==> config.mk <==
export PLATFORM = sky130hd
export DESIGN_NAME = lfsr_rand
export DESIGN_NICKNAME = d
export VERILOG_FILES = /design/src/rtl/lfsr_rand.sv
export SDC_FILE = /design/constraint.sdc
export NUM_CORES = 1
export LEC_CHECK = 0
export ABC_AREA = 0
export CAP_MARGIN = 20
export CORE_MARGIN = 3
export CORE_UTILIZATION = 30
export DETAILED_ROUTE_END_ITERATION = 6
export GPL_ROUTABILITY_DRIVEN = 0
export MAX_ROUTING_LAYER = met4
export PLACE_DENSITY = 0.54
export SLEW_MARGIN = 20
export SYNTH_ARGS = -nofsm -noshare
export SYNTH_HDL_FRONTEND = slang
export SYNTH_SLANG_ARGS = --single-unit
==> constraint.sdc <==
create_clock -name clk -period 3.2 [get_ports clk]
set_input_delay 0.48 -clock clk [delete_from_list [all_inputs] [get_ports clk]]
set_output_delay 0.48 -clock clk [all_outputs]
set_load 0.1 [all_outputs]
==> src/rtl/lfsr_rand.sv <==
// lfsr_rand: Galois LFSR random source with a rejection-sampled ranged pick.
//   clk       : clock, all state updates on the rising edge
//   rst       : asynchronous active-high reset
//   shiftEn   : advance the LFSR one step this cycle
//   seedLoad  : load seedVal (zero maps to SEED) into the LFSR
//   seedVal   : seed value
//   req       : request one ranged pick (ignored while busy)
//   outSeq    : low OUT_W bits of the LFSR state
//   busy      : high while a draw is in progress
//   pickValid : one-cycle pulse when pick updates
//   pick      : last ranged value, 0..RANGE-1
module lfsr_rand #(
  parameter int unsigned       LFSR_W    = 16,
  parameter logic [LFSR_W-1:0] TAPS      = 16'hB400,
  parameter logic [LFSR_W-1:0] SEED      = 16'hACE1,
  parameter int unsigned       OUT_W     = 10,
  parameter int unsigned       RANGE     = 9,
  parameter int unsigned       MAX_TRIES = 8,
  localparam int unsigned      IDX_W     = $clog2(RANGE)
) (
  input  logic              clk,
  input  logic              rst,
  input  logic              shiftEn,
  input  logic              seedLoad,
  input  logic [LFSR_W-1:0] seedVal,
  input  logic              req,
  output logic [OUT_W-1:0]  outSeq,
  output logic              busy,
  output logic              pickValid,
  output logic [IDX_W-1:0]  pick
);

  localparam int unsigned TRY_W = (MAX_TRIES > 1) ? $clog2(MAX_TRIES) : 1;
  localparam logic [IDX_W:0]   RANGE_X  = (IDX_W+1)'(RANGE);
  // Only used when the candidate is >= RANGE, so RANGE < 2^IDX_W there.
  localparam logic [IDX_W-1:0] RANGE_LO = IDX_W'(RANGE);
  localparam logic [TRY_W-1:0] LAST_TRY = TRY_W'(MAX_TRIES - 1);

  typedef enum logic {IDLE, DRAW} fsm_t;

  fsm_t              fsm, fsm_nxt;
  logic [LFSR_W-1:0] state, state_nxt;
  logic [TRY_W-1:0]  tries, tries_nxt;
  logic [IDX_W-1:0]  pick_nxt;
  logic              valid_nxt;
  logic [IDX_W-1:0]  cand;

  // One Galois step; the state can never reach zero from a nonzero value.
  function automatic logic [LFSR_W-1:0] lfsr_step(input logic [LFSR_W-1:0] s);
    return (s >> 1) ^ (s[0] ? TAPS : '0);
  endfunction

  assign cand   = state[IDX_W-1:0];
  assign outSeq = state[OUT_W-1:0];
  assign busy   = (fsm == DRAW);

  // State registers
  always_ff @(posedge clk or posedge rst) begin
    if (rst) begin
      fsm       <= IDLE;
      state     <= SEED;
      tries     <= '0;
      pick      <= '0;
      pickValid <= 1'b0;
    end else begin
      fsm       <= fsm_nxt;
      state     <= state_nxt;
      tries     <= tries_nxt;
      pick      <= pick_nxt;
      pickValid <= valid_nxt;
    end
  end

  // Next-state: draw FSM, try counter, pick, LFSR update
  always_comb begin
    fsm_nxt   = fsm;
    tries_nxt = tries;
    pick_nxt  = pick;
    valid_nxt = 1'b0;
    state_nxt = state;

    case (fsm)
      IDLE: begin
        if (req) begin
          fsm_nxt   = DRAW;
          tries_nxt = '0;
        end
      end
      DRAW: begin
        if ({1'b0, cand} < RANGE_X) begin
          pick_nxt  = cand;
          valid_nxt = 1'b1;
          fsm_nxt   = IDLE;
        end else if (tries < LAST_TRY) begin
          tries_nxt = tries + TRY_W'(1);
        end else begin
          // Candidate < 2^IDX_W <= 2*RANGE, so folding once lands in range.
          pick_nxt  = cand - RANGE_LO;
          valid_nxt = 1'b1;
          fsm_nxt   = IDLE;
        end
      end
      default: fsm_nxt = IDLE;
    endcase

    // Load beats step; a draw steps exactly once per cycle regardless of shiftEn.
    if (seedLoad) begin
      state_nxt = (seedVal == '0) ? SEED : seedVal;
    end else if (shiftEn || (fsm == DRAW)) begin
      state_nxt = lfsr_step(state);
    end
  end

endmodule

-- Word level (Yosys, flattened, before mapping)
Cells that the tools add are included.
- register bits: 25
- bits in latches: 0
- memory bits (writable): 0
- bits in read-only memories: 0
- input port bits: 21
- output and inout bits: 16
- logic and storage cells: 37
- memories: 0
- add/sub/neg operators: 2
- multiply operators: 0
- div/mod/pow operators: 0
- order comparisons: 2
- eq/ne operators: 4
- shifts and indexed selects: 0
- mux-type cells: 17
- bitwise gates (word level): 2
- reduce and logical (&&, ||, !) cells: 5
- operator list (cell ; number):
    $mux W16 ; 4
    $logic_not A16 Y1 ; 1
    $xor A15 B16 Y16 ; 1
    $mux W3 ; 3
    $mux W4 ; 2
    $mux W1 ; 6
    $ne A2 B2 Y1 const B ; 3
    $pmux W3 S2 ; 1
    $lt A4 B4 Y1 const B ; 1
    $sub A4 B4 Y4 const B ; 1
    $add A3 B1 Y3 const B ; 1
    $lt A3 B3 Y1 const B ; 1
    $reduce_and A3 Y1 ; 1
    $ne A2 B1 Y1 const B ; 1
    $pmux W1 S2 ; 1
    $reduce_and A2 Y1 ; 1
    $reduce_bool A2 Y1 ; 1
    $logic_or A1 B1 Y1 ; 1
    $not A1 Y1 ; 1

-- Logic depth before layout (Yosys ltp)
- depth after elaboration: 4
- depth in mapped cells: 8
- depth with buffers taken out: 6

-- Worst setup path after synthesis
OpenSTA, ideal clock, no wires.
- path kind: register to register
- start: register state[0]
- end: register pick[0]
- library setup time: 0.126 ns
- arrival time: 2.046 ns
- data required time: 3.074 ns
- setup slack: 1.028 ns
- stages on the path, launching flop included: 9
- buffers on the path: 2
- period minus slack after synthesis: 2.172 ns
- cell sequence: dfstp_2 > clkbuf_1 > inv_1 > ha_1 > nor2b_2 > a311oi_4 > nor2b_2 > buf_6 > mux2_4
- longest elaborated chain between the ends: 3
- elaborated cells between the ends (all ways): 6
- classes of those cells: add/sub: 1; order compare: 1; eq/ne: 1; mux: 2; reduce/logical: 1
- RTL lines (item ; RTL line ; RTL):
    start, declared ; 42 ; logic [LFSR_W-1:0] state, state_nxt;
    start signal, assigned ; 67 ; state <= state_nxt;
    $sub A4 B4 Y4 or $lt A4 B4 Y1 (tied branches) ; 98, 90 ;
    $mux W4 or $ne A2 B2 Y1 (tied branches) ; - ;
    $mux W4 or $reduce_and A2 Y1 (tied branches) ; - ;
    end signal, assigned ; 69 ; pick <= pick_nxt;
    end, declared ; 30 ; output logic [IDX_W-1:0] pick
Several ways; a longest one is shown, not always the timed one. The select of a mux whose other input is x is not followed.
A chain may end at the register's enable or synchronous reset.

-- Worst setup path in the final report
- start: register pickValid
- end: output pickValid
- RTL lines (item ; RTL line ; RTL):
    start, declared ; 29 ; output logic pickValid,
    start signal, assigned ; 70 ; pickValid <= valid_nxt;
No word-level cell between the ends.

==> impl_metrics.csv <==
group,metric,value,unit
cells_and_area,drive_above_1_share,23.1,%
floorplan,rows,24,
timing,post-route-min-period,2.19,ns
cells_and_area,num-fill-cells,440,
yosys,synth_area_leaders,"dfrtp_1 (31%), dfstp_2 (15%), mux2i_1 (5.8%)",
clock_tree,cts_hold_buf,0,
timing,max_freq,0.457,GHz
yosys,synth_cells,135,
timing,max_slew_margin,35.6,%
yosys,synth.distinct_cells,31,
timing,post-route-period-util,68.4,%
power_and_ir_drop,vdd_ir_drop_max,0.000388,V
setup_path,cp_max_fo,1,
cells_and_area,layout_commonest_cell,"clkdlybuf4s50_1",
setup_path,ff2ff_setup_slack,1.14,ns
global_routing,track_usage,12.2,%
global_routing,grt-ovfl-total,0,
clock_tree,root_buffer,"clkbuf_8",
floorplan,ios,37,
timing,setup_viol,0,
yosys,ys_seq_area_share,45.8,%
hold_path,hp-start,"state[15]",
drt,wl_per_cell,14.3,µm
setup_path,cp.required,2.72,ns
floorplan,die_area,5470,µm²
drt,route.vias.total,1051,
timing,maxSlewViolCount,0,
clock_tree,clock_sinks,25,
power_and_ir_drop,combPwrFrac,56.8,%
setup_path,start_kind,"register",
floorplan,fp.dieW,74.0,µm
power_and_ir_drop,power.leakage,0.000748,µW
clock_tree,clk_pin_slew,0.09,ns
setup_path,criticalPathCategory,"reg2out",
clock_tree,cts_tree,"done",
cells_and_area,area_growth,25.8,%
setup_path,crit_buf_inv,1,
drt,routed_wl,3040,µm
placement,pre_cts_ws,1.09,ns
yosys,ys_warn_count,0,
clock_tree,cts.repair.resized,0,
timing,rsz0062_at_grt,"false",
floorplan,start_util,31.4,%
hold_path,whs_endpoint,"state[15]",
global_routing,first_global_vias,1015,
placement,io_buffer_count,36,
setup_path,slowest_stage,"clkdlybuf4s50_1",
yosys,synth_top_cell_area_share,30.7,%
yosys,netlist_area,1390,µm²
yosys,syn_nets,158,
power_and_ir_drop,swShare,52.7,%
drt,drc,0,
setup_path,path_cells,"clkdlybuf4s50_1",
drt,drtIter0Drc,67,
setup_path,worstPathArrival,1.71,ns
yosys,syn_area_per_cell,10.3,µm²
floorplan,core_area,4410,µm²
timing,worst_slack,1.01,ns
power_and_ir_drop,power_density,979,nW/µm²
floorplan,die_h,74.0,µm
global_routing,grt_max_degree,26,
clock_tree,clk_latency,0.26,ns
global_routing,antenna_found_initial,0,
power_and_ir_drop,clockPowerShare,10.9,%
timing,setup-tns-final,0,ns
setup_path,rr_endpoint,"pick[3]",
hold_path,hp-class,"reg2reg",
setup_path,rr_worst_depth,6,
power_and_ir_drop,p_switching,900,µW
timing,hold_violations,0,
global_routing,grt_pass1_wl,5020,µm
setup_path,crit_path_max_incr_delay,1.12,ns
run,cap_violations,0,
power_and_ir_drop,power.internal,807,µW
drt,ant_nets,0,
yosys,synth_seq_cells,25,
cells_and_area,final_cell_mix,"clkdlybuf4s50_1 (21), nand2_1 (19), dfrtp_1 (17), buf_4 (17), o21ai_1 (10)",
drt,firstDrtPassIters,4,
setup_path,cp-end-kind,"output port",
cells_and_area,diodes,0,
yosys,yosysTopAreaCell,"dfrtp_1",
clock_tree,numCtsBuffers,3,
clock_tree,cts_max_level,1,
status,status,"finished, final reports clean",
timing,worstMarginPinSlew,0.963,ns
power_and_ir_drop,seqPwrFrac,32.3,%
setup_path,crit_family,"buffers and inverters",
timing,fin_skew,0.00354,ns
clock_tree,clk_path_buf_depth,2,
hold_path,hold_depth,2,
clock_tree,post_cts_buffers,0,
drt,avgViaCountPerCell,4.96,
cells_and_area,nets,184,
setup_path,timing.rr.start,"state[0]",
placement,dpl.hpwl,2290,µm
## cell type report
class,count,area (µm²),area share (%)
Tap cell,52,65.1,3.73
Timing Repair Buffer,39,365,20.9
Sequential cell,25,636,36.4
Inverter,4,15.0,0.861
Clock buffer,4,45.0,2.58
Multi-Input combinational cell,88,618,35.4
## layer usage
metal	up-vias	global-route usage [%]	share of wire (%)
met1	520	16.9	48
met3	2	1.35	2.7
met4	0	4.23	1.0
met2	15	18.5	49
li1	514	-	-
met5	-	-	0
## stage by stage
step / total power [µW] / instance area (µm²) / hold slack (ns) / instances / util [%]
6_report: 1710 / 1740 / 0.475 / 212 / 39.5
5_1_grt: 1800 / 1740 / 0.498 / 212 / 39.5
4_1_cts: 1720 / 1720 / 0.478 / 211 / 38.9
3_5_place_dp: 1530 / 1670 / 0.464 / 207 / 37.9
3_3_place_gp: 1520 / 1670 / 0.462 / 207 / 37.9
2_1_floorplan: 1380 / 1390 / 0.450 / 135 / -
## cell usage after synthesis
cell type / number
a21boi_0: 1
a21o_1: 2
a21oi_1: 2
a2bb2oi_1: 8
a311o_1: 1
a311oi_4: 1
a32o_1: 1
buf_2: 4
buf_4: 10
buf_6: 1
clkbuf_1: 3
dfrtp_1: 17
dfstp_2: 8
ha_1: 2
inv_1: 4
mux2_4: 4
mux2i_1: 8
nand2_1: 19
nand2b_1: 1
nand4_1: 1
nor2_1: 3
nor2b_2: 2
nor3_1: 2
nor3_2: 1
nor3b_1: 2
nor4_1: 4
o21ai_0: 8
o21ai_1: 10
or3_1: 1
xnor2_1: 2
xor2_1: 2
## cells by family after synthesis
logic type,count (synthesis),synth area share (%)
fa+ha+maj,2,1.80
xor+xnor,4,2.53
compound gates,34,17.2
flops,25,45.8
buf+inv,22,9.57
mux,12,10.1
simple gates,36,12.9
## worst max path at each step
stage,from,endpoint,cells after the start
final,pickValid,pickValid,1
after global placement,seedLoad,state[5],5
after detailed placement,seedLoad,state[7],5
after CTS,pickValid,pickValid,1
after global routing,pickValid,pickValid,1
after floorplan,state[0],pick[0],8
## registers in the layout (all words and copies together) (netlist names)
name and count:
busy 1, pick 4, pickValid 1, state 16
tries 3
## power by group through the flow
| stage | clock (µW) | combinational (µW) | sequential, µW |
|---|---|---|---|
| finish | 185 | 970 | 551 |
| global route | 208 | 1020 | 571 |
| CTS | 196 | 976 | 552 |
| detailed placement | 0 | 975 | 557 |
| global placement | 0 | 966 | 557 |
| floorplan | 0 | 616 | 762 |
Note: power is estimated with default switching activity, not from simulation.
